### src/rtl/temporal_encoder.sv
// temporal_encoder: turns one vector of binary spike times per gamma cycle into
// monotonic race-logic rising edges, plus the two threshold edges and a gamma clear.
module temporal_encoder #(
  parameter int GAMMA_CYCLE_WIDTH = 16,
  parameter int NUM_INPUTS        = GAMMA_CYCLE_WIDTH,
  parameter int TIME_WIDTH        = $clog2(GAMMA_CYCLE_WIDTH) + 1
) (
  input  logic                             aclk,
  input  logic                             grst,
  input  logic                             in_valid,
  output logic                             in_ready,
  input  logic [NUM_INPUTS*TIME_WIDTH-1:0] in_times,
  input  logic [TIME_WIDTH-1:0]            in_t_greater,
  input  logic [TIME_WIDTH-1:0]            in_t_lesser,
  output logic [NUM_INPUTS-1:0]            edges,
  output logic                             sel_greater,
  output logic                             sel_lesser,
  output logic                             gamma_rst_n,
  output logic                             busy,
  output logic                             cycle_done
);

  localparam int CNT_WIDTH = $clog2(GAMMA_CYCLE_WIDTH);
  localparam logic [CNT_WIDTH-1:0] CNT_LAST = CNT_WIDTH'(GAMMA_CYCLE_WIDTH - 1);
  localparam logic [CNT_WIDTH-1:0] CNT_ONE  = {{(CNT_WIDTH-1){1'b0}}, 1'b1};

  typedef enum logic [1:0] {
    IDLE  = 2'd0,
    CLEAR = 2'd1,
    RUN   = 2'd2
  } state_t;

  state_t                           state_r, state_nxt_s;
  logic [CNT_WIDTH-1:0]             cnt_r, cnt_nxt_s;
  logic [NUM_INPUTS*TIME_WIDTH-1:0] times_r;
  logic [TIME_WIDTH-1:0]            t_greater_r, t_lesser_r;
  logic [TIME_WIDTH-1:0]            cnt_ext_s;
  logic [NUM_INPUTS-1:0]            edges_r, edges_nxt_s;
  logic                             sel_greater_r, sel_greater_nxt_s;
  logic                             sel_lesser_r, sel_lesser_nxt_s;
  logic                             gamma_rst_n_r, gamma_rst_n_nxt_s;
  logic                             busy_r, busy_nxt_s;
  logic                             cycle_done_r, cycle_done_nxt_s;
  logic                             accept_s;

  // Race-logic test: a lane is high once the gamma count has reached its spike time.
  function automatic logic has_risen(input logic [TIME_WIDTH-1:0] t,
                                     input logic [TIME_WIDTH-1:0] k);
    return (t <= k);
  endfunction

  assign in_ready = grst && (state_r == IDLE);
  assign accept_s = in_valid && in_ready;

  assign edges       = edges_r;
  assign sel_greater = sel_greater_r;
  assign sel_lesser  = sel_lesser_r;
  assign gamma_rst_n = gamma_rst_n_r;
  assign busy        = busy_r;
  assign cycle_done  = cycle_done_r;

  // State, counter, captured vector and registered outputs.
  always_ff @(posedge aclk) begin
    if (!grst) begin
      state_r       <= IDLE;
      cnt_r         <= {CNT_WIDTH{1'b0}};
      times_r       <= {(NUM_INPUTS*TIME_WIDTH){1'b0}};
      t_greater_r   <= {TIME_WIDTH{1'b0}};
      t_lesser_r    <= {TIME_WIDTH{1'b0}};
      edges_r       <= {NUM_INPUTS{1'b0}};
      sel_greater_r <= 1'b0;
      sel_lesser_r  <= 1'b0;
      gamma_rst_n_r <= 1'b0;
      busy_r        <= 1'b0;
      cycle_done_r  <= 1'b0;
    end else begin
      state_r       <= state_nxt_s;
      cnt_r         <= cnt_nxt_s;
      edges_r       <= edges_nxt_s;
      sel_greater_r <= sel_greater_nxt_s;
      sel_lesser_r  <= sel_lesser_nxt_s;
      gamma_rst_n_r <= gamma_rst_n_nxt_s;
      busy_r        <= busy_nxt_s;
      cycle_done_r  <= cycle_done_nxt_s;
      if (accept_s) begin
        times_r     <= in_times;
        t_greater_r <= in_t_greater;
        t_lesser_r  <= in_t_lesser;
      end
    end
  end

  // Next state and gamma counter; the counter rests at zero outside RUN.
  always_comb begin
    state_nxt_s = state_r;
    cnt_nxt_s   = {CNT_WIDTH{1'b0}};
    case (state_r)
      IDLE: begin
        if (accept_s) begin
          state_nxt_s = CLEAR;
        end else begin
          state_nxt_s = IDLE;
        end
      end
      CLEAR: begin
        state_nxt_s = RUN;
      end
      RUN: begin
        if (cnt_r == CNT_LAST) begin
          state_nxt_s = IDLE;
        end else begin
          state_nxt_s = RUN;
          cnt_nxt_s   = cnt_r + CNT_ONE;
        end
      end
      default: begin
        state_nxt_s = IDLE;
      end
    endcase
  end

  // Output values for the coming cycle, derived from the state being entered.
  always_comb begin
    cnt_ext_s         = TIME_WIDTH'(cnt_nxt_s);
    edges_nxt_s       = edges_r;
    sel_greater_nxt_s = sel_greater_r;
    sel_lesser_nxt_s  = sel_lesser_r;
    gamma_rst_n_nxt_s = 1'b1;
    busy_nxt_s        = 1'b0;
    cycle_done_nxt_s  = 1'b0;
    case (state_nxt_s)
      IDLE: begin
        busy_nxt_s = 1'b0;
      end
      CLEAR: begin
        edges_nxt_s       = {NUM_INPUTS{1'b0}};
        sel_greater_nxt_s = 1'b0;
        sel_lesser_nxt_s  = 1'b0;
        gamma_rst_n_nxt_s = 1'b0;
        busy_nxt_s        = 1'b1;
      end
      RUN: begin
        for (int i = 0; i < NUM_INPUTS; i++) begin
          edges_nxt_s[i] = has_risen(times_r[i*TIME_WIDTH +: TIME_WIDTH], cnt_ext_s);
        end
        sel_greater_nxt_s = has_risen(t_greater_r, cnt_ext_s);
        sel_lesser_nxt_s  = has_risen(t_lesser_r, cnt_ext_s);
        busy_nxt_s        = 1'b1;
        cycle_done_nxt_s  = (cnt_nxt_s == CNT_LAST);
      end
      default: begin
        busy_nxt_s = 1'b0;
      end
    endcase
  end

endmodule

### config.mk
export PLATFORM = sky130hd
export DESIGN_NAME = temporal_encoder
export DESIGN_NICKNAME = d
export VERILOG_FILES = /design/src/rtl/temporal_encoder.sv
export SDC_FILE = /design/constraint.sdc
export NUM_CORES = 1
export LEC_CHECK = 0
export ABC_CLOCK_PERIOD_IN_PS = 2900
export CAP_MARGIN = 20
export CORE_MARGIN = 2
export CORE_UTILIZATION = 52
export DETAILED_ROUTE_END_ITERATION = 12
export HOLD_SLACK_MARGIN = 0.03
export MAX_ROUTING_LAYER = met4
export PLACE_DENSITY = 0.92
export SLEW_MARGIN = 20
export SYNTH_ARGS = -nofsm -noshare
export SYNTH_HDL_FRONTEND = slang
export SYNTH_SLANG_ARGS = --single-unit
### constraint.sdc
create_clock -name aclk -period 2.9 [get_ports aclk]
set_input_delay 0.29 -clock aclk [delete_from_list [all_inputs] [get_ports aclk]]
set_output_delay 0.29 -clock aclk [all_outputs]
set_load 0.005 [all_outputs]
Yosys cells after proc, flatten, opt, wreduce, memory -nomap -nowiden. Cells that the tools add are included. Widths: inputs -> output; s select.

Add/sub/neg operators: 1. Multiply operators: 0. Divide/modulo/power cells: 0. Order comparisons: 18. Eq/ne operators: 6. Shift operators: 0. Mux-type cells: 10. Bitwise logic cells: 0. Reductions and logical operators: 6.

Operator list (number): $le 5x4->1 (18); $pmux 16 s2 (1); $eq 4x4->1 const B (2); $mux 4 (2); $pmux 2 s3 (1); $add 4x1->4 const B (1); $eq 2x1->1 const B (2); $eq 2x2->1 const B (2); $pmux 1 s2 (2); $mux 1 (3); $logic_and 1x1->1 (2); $logic_not 2->1 (1); $mux 2 (1); $reduce_and 2->1 (1); $reduce_bool 2->1 (1); $reduce_or 2->1 (1).

Register bits: 117. Bits in latches: 0. Memory bits (writable): 0. ROM bits: 0. Input bits: 93. Output and inout bits: 22. Word-level logic and storage cells: 52. Memories kept: 0.

Logic depth before layout (Yosys ltp).
Depth after elaboration: 8. Mapped depth: 10. Mapped depth without buffers: 8.

Worst setup path after synthesis. No wires, ideal clock.

Kind: flip-flop to flip-flop. From: reg cnt_r[0]. To: reg edges_r[15] (netlist: edges[15]). Setup time: 123 ps. Arrival: 2216 ps. Required time: 2777 ps. Slack: 560 ps. Cell stages (with the launch flop): 9. Buffers on the path: 0. Period minus slack after synthesis: 2340 ps. Cell sequence: dfxtp_1 > ha_1 > nand3_1 > nand2_1 > nor2_1 > ha_1 > and4b_1 > a21oi_1 > a21oi_1.

Word-level cells in the longest chain between the ends: 5. Elaborated cells on any way between the ends: 11. Those cells by class: 1 x add/sub; 1 x order compare; 3 x eq/ne; 5 x mux; 1 x reduce/logical.

Ends and longest elaborated chain: start, declared (RTL line 34) `logic [CNT_WIDTH-1:0] cnt_r, cnt_nxt_s;`; start signal, assigned (RTL line 66) `cnt_r <= {CNT_WIDTH{1'b0}};`; start signal, assigned (RTL line 78) `cnt_r <= cnt_nxt_s;`; $add 4x1->4 or $eq 4x4->1 (tied branches) (RTL line 113, 109); $mux 4 (*) (RTL line 109) `if (cnt_r == CNT_LAST) begin`; $mux 4 (*) (RTL line 97) `case (state_r)`; via cnt_nxt_s[0] (RTL line 34); $le 5x4->1 (*) (RTL line 49) `return (t <= k);`; $pmux 16 s2 (*) (RTL line 131) `case (state_nxt_s)`; end signal, assigned (RTL line 70) `edges_r <= {NUM_INPUTS{1'b0}};`; end signal, assigned (RTL line 79) `edges_r <= edges_nxt_s;`; end, declared (RTL line 38) `logic [NUM_INPUTS-1:0] edges_r, edges_nxt_s;`.

Mark *: on every way through the listed nets, which the timed path passes. The rest lies on a longest branch. A chain may end at the register's enable or synchronous reset.

Worst setup path in the final report.
From: reg cnt_r[0]. To: reg edges_r[6] (netlist: edges[6]).

Word-level cells in the longest chain between the ends: 5. Elaborated cells on any way between the ends: 11. Those cells by class: 1 x add/sub; 1 x order compare; 3 x eq/ne; 5 x mux; 1 x reduce/logical.

Ends and longest elaborated chain (RTL line): $add 4x1->4 or $eq 4x4->1 (tied branches) (113, 109); $mux 4 or $mux 2 (tied branches) (109); $mux 4 or $pmux 2 s3 (tied branches) (97); $le 5x4->1, or another cell as far along (49); $pmux 16 s2 or $reduce_bool 2->1 (tied branches).

Several ways; a longest one is shown, not always the timed one.

==> run summary <==
Overall global routing resource usage: 24.6%. In this design, the stage delay of the slowest critical-path cell is 0.57 ns. Required time at the endpoint of the critical path: 3.18 ns. Across the routed clock network, the largest skew measured is 0.00786 ns.

The first global-routing pass estimated 24.1 mm of wire. In this run the tightest slew margin relative to its limit is 33.0%. Counting both buffers and inverters, the worst setup path holds a total of 0. Total power consumption of the routed design: 4400 µW. Synthesis produced a netlist whose cell count is 724. The tools report the yosys synthesis warning count as 0. Hold violation total from the final report: 0. In this run the cell area of the synthesized design comes to 5960 µm². In this design, the largest share of critical-path delay is due to simple AND/OR/NAND/NOR gates. The logs give 0 for the number of nets still failing antenna checks after routing and 39.5% for the sequential share of power. After synthesis, the mean cell area works out to 8.24 µm². The most critical setup path has its endpoint at edges[6]. TritonCTS built the clock tree. Across the whole layout, storage elements account for 2340 µm².

In the final routed layout, each cell accounts on average for 14.6 µm. The post-synthesis sequential element count was 117; the relative contribution of the clock network to total power was 45.8%. The final critical path takes up 84.1% of the cycle.

Sequential elements use 39.3% of the synthesized area. In this run the core area contains 39 standard-cell rows. The proportion of synthesized flip-flops having asynchronous set or reset is 0%.

Summed over its instances, the top area cell type makes up 39.3% of the synthesized netlist area. The tools report the number of setup violations in the final report as 0. The count of pins over their slew limit was 0; the actual slew at the worst max-slew pin was 1.01 ns. The number of remaining DRC errors is 0, and the multi-input logic area is 3200 µm².

The tools report the number of detailed-route iterations in the first pass as 4. Counting every sink on the clock net gives 117. The tools report the launch point of the worst path as cnt_r[0]. The die extent in y was 111 µm; the highest net fanout along the worst path was 18.

The number of antenna diodes in the final layout is 0. Internal power comes to 3330 µW. Switching component of the power: 1080 µW. The critical setup path kind is register to register. Setup repair after global routing left no endpoint under its margin. In this run the deepest clock path goes through 2 buffers.

The smallest clock period supported by the final layout is computed as 2.44 ns. Dividing total power by cell area gives a power density of 574 nW/µm². For the number of vias in the routed layout, the log shows 5,355. Max-cap violations in this run came to 0.

In this run the critical register-to-register path is captured at edges[6]. After detailed routing, the total wire length is 14.5 mm. The most used flip-flop cell after synthesis is dfxtp_1.

The worst register-to-register path has a setup slack of 0.46 ns. The slowest stage of the critical path is the or2_2 cell. The worst hold slack is 0.419 ns, and the path length in cells of the critical path is 8. Relative to the synthesized area, the layout overhead comes to 28.7%. The most frequent cell after synthesis is nand2_1.

The detailed router finished its first iteration with 298 violations. In this run switching power makes up 24.5% of total power. The width of the die came out at 111 µm. The tools report the number of placed cells counting well taps as 958. Buffers inserted to repair hold after CTS numbered 0. Largest area contributor in the synthesized netlist: dfxtp_1.

In this run, CTS created clock tree buffers numbering 17. Cells with a size suffix above 1 make up 5.67% of the layout. The number of nets handed over by synthesis was 892. Excluding fillers, the count of instances in the completed layout stands at 990.

Setup total negative slack on the finished layout was measured at 0 ns. The number of different library cells used by synthesis comes to 23. The element type at the critical path start is a register.

Based on the critical path, the design can be clocked at up to 410 MHz. The clock-pin slew of the registers on the worst-case setup and hold paths works out to 0.05 ns. The min-delay analysis places its worst path in the category input port to register.

The maximum number of pins on one net before global-route repair was 97. By area the synthesized netlist is led by dfxtp_1, ha_1, a21oi_1. The region available for standard cell placement spans 11,300 µm². Data on the critical path arrives at its endpoint at 2.72 ns. The flow ran to the end, and the final reports show no timing, DRC or antenna violations.

Buffer cell driving the clock tree root: clkbuf_16. The startpoint identified for the worst register-to-register timing path is cnt_r[0]. The logs give 1,002 for the count of nets after finishing and 0 for the number of buffers inserted by post-CTS setup repair. During placement, the flow inserted port buffers numbering 114.

The H-tree was split into 4 levels. By count the netlist is led by nand2_1, a21oi_1, dfxtp_1. The signal on the critical path passes through ha_1 > nand3_1 > nand2_1 > or2_2 > ha_1 > and4b_1 > a21oi_1 > a21oi_1. Routability-driven placement finished with a final weighted congestion of 0.829.

The run gives 940 as the final-layout fill cell count. The tools report the number of antenna violations at the first check in global routing as 0. The via count normalized by instance count is 5.41.

The initial utilization of the core area, before any placement, comes to 52.7%. The total overflow left after global routing is 0. The run gives 0.00312 µW as the static leakage. The via count of the first global-routing pass came out at 5,213. VDD sags by at most 404 µV. Combinational logic is responsible for 14.7% of the overall power.

For the full die area, the log shows 12,300 µm². The worst setup path is captured at a register. The latest clock arrival within the worst-skew pair was 0.41 ns.

After legalization and detailed placement, the total HPWL measured 9.49 mm. The worst reg-to-reg path cell count was 8; the total of cells resized after clock tree synthesis was 0. The synthesized design contains 0 enable-type register cells.

For this design the top-level I/O count stands at 115.
==> state kept, by name, indices dropped and copies added (netlist names) <==
signal / count
t_lesser_r: 5
edges: 16
t_greater_r: 5
gamma_rst_n: 1
times_r: 80
sel_lesser: 1
busy: 1
sel_greater: 1
state_r: 2
cycle_done: 1
cnt_r: 4
==> routing by layer <==
metal | track usage, % | wire length (µm)
met5 | - | 0
met2 | 41.3 | 6970
met4 | 8.56 | 364
met1 | 29.4 | 6480
met3 | 5.19 | 641
==> logic make-up after synthesis <==
| logic type | synth area share (%) |
|---|---|
| AO/OA/AOI/OAI | 16.3 |
| XOR/XNOR | 0.294 |
| adder cells (fa/ha/maj) | 15.7 |
| buffers and inverters | 7.20 |
| flip-flops | 39.3 |
| AND/OR/NAND/NOR | 21.2 |
==> cell type report <==
class / instances / share of cell area, %
clock buffers: 22 / 6.05
multi-input cells: 531 / 41.6
well taps: 143 / 2.33
clock inverters: 10 / 1.37
repair buffers: 126 / 16.0
inverters: 41 / 2.05
flip-flops and latches: 117 / 30.5
==> how the worst min path moves through the flow <==
stage | from | slack [ns] | cells after the start | to
5_1_grt | in_times[76] | 0.43 | 3 | times_r[76]
3_5_place_dp | times_r[60] | 0.45 | 2 | times_r[60]
2_1_floorplan | in_t_greater[0] | 0.43 | 2 | t_greater_r[0]
4_1_cts | in_times[69] | 0.41 | 3 | times_r[69]
3_3_place_gp | times_r[70] | 0.44 | 2 | times_r[70]
6_report | in_times[69] | 0.42 | 3 | times_r[69]
==> power groups by stage <==
stage	logic [µW]	registers [µW]	clock network (µW)
floorplan	405	1760	0
global placement	616	1770	0
detailed placement	639	1770	0
CTS	649	1740	2040
global route	725	1750	2120
finish	648	1740	2020
==> through the flow <==
step	cell area [µm²]	utilization (%)	worst slack (ns)
6_report	7680	67.8	0.461
5_1_grt	7680	67.8	0.308
4_1_cts	7680	67.8	0.458
3_5_place_dp	7110	62.8	0.492
3_3_place_gp	7110	62.8	0.621
2_1_floorplan	5960	-	0.560
==> layout by cell type (no fill, tap or decap) <==
master	synthesis	layout
and4b_1	19	19
nor3_1	3	3
nand2_1	182	182
inv_4	1	1
nor2b_1	3	2
o221ai_1	18	18
ha_1	75	75
clkbuf_8	0	2
clkinvlp_4	0	2
nor2_1	23	22
nand3_1	22	22
clkdlybuf4s50_1	0	114
buf_4	0	12
and2_1	18	18
nor2b_2	0	1
clkinv_2	0	7
xor2_1	2	2
bufinv_16	0	2
a21oi_1	145	145
or2_2	1	1
inv_1	39	39
o21ai_0	18	18
clkbuf_1	12	3
clkbuf_16	0	17
nand4bb_4	1	1
dfxtp_1	117	117
nor4_2	1	1
nor2_2	0	1
==> tightest hold or removal path: stages <==
cell	delay [ns]
clkdlybuf4s50_1	0.39
nand2_1	0.05
a21oi_1	0.05
Power figures use the tool's default switching activity.
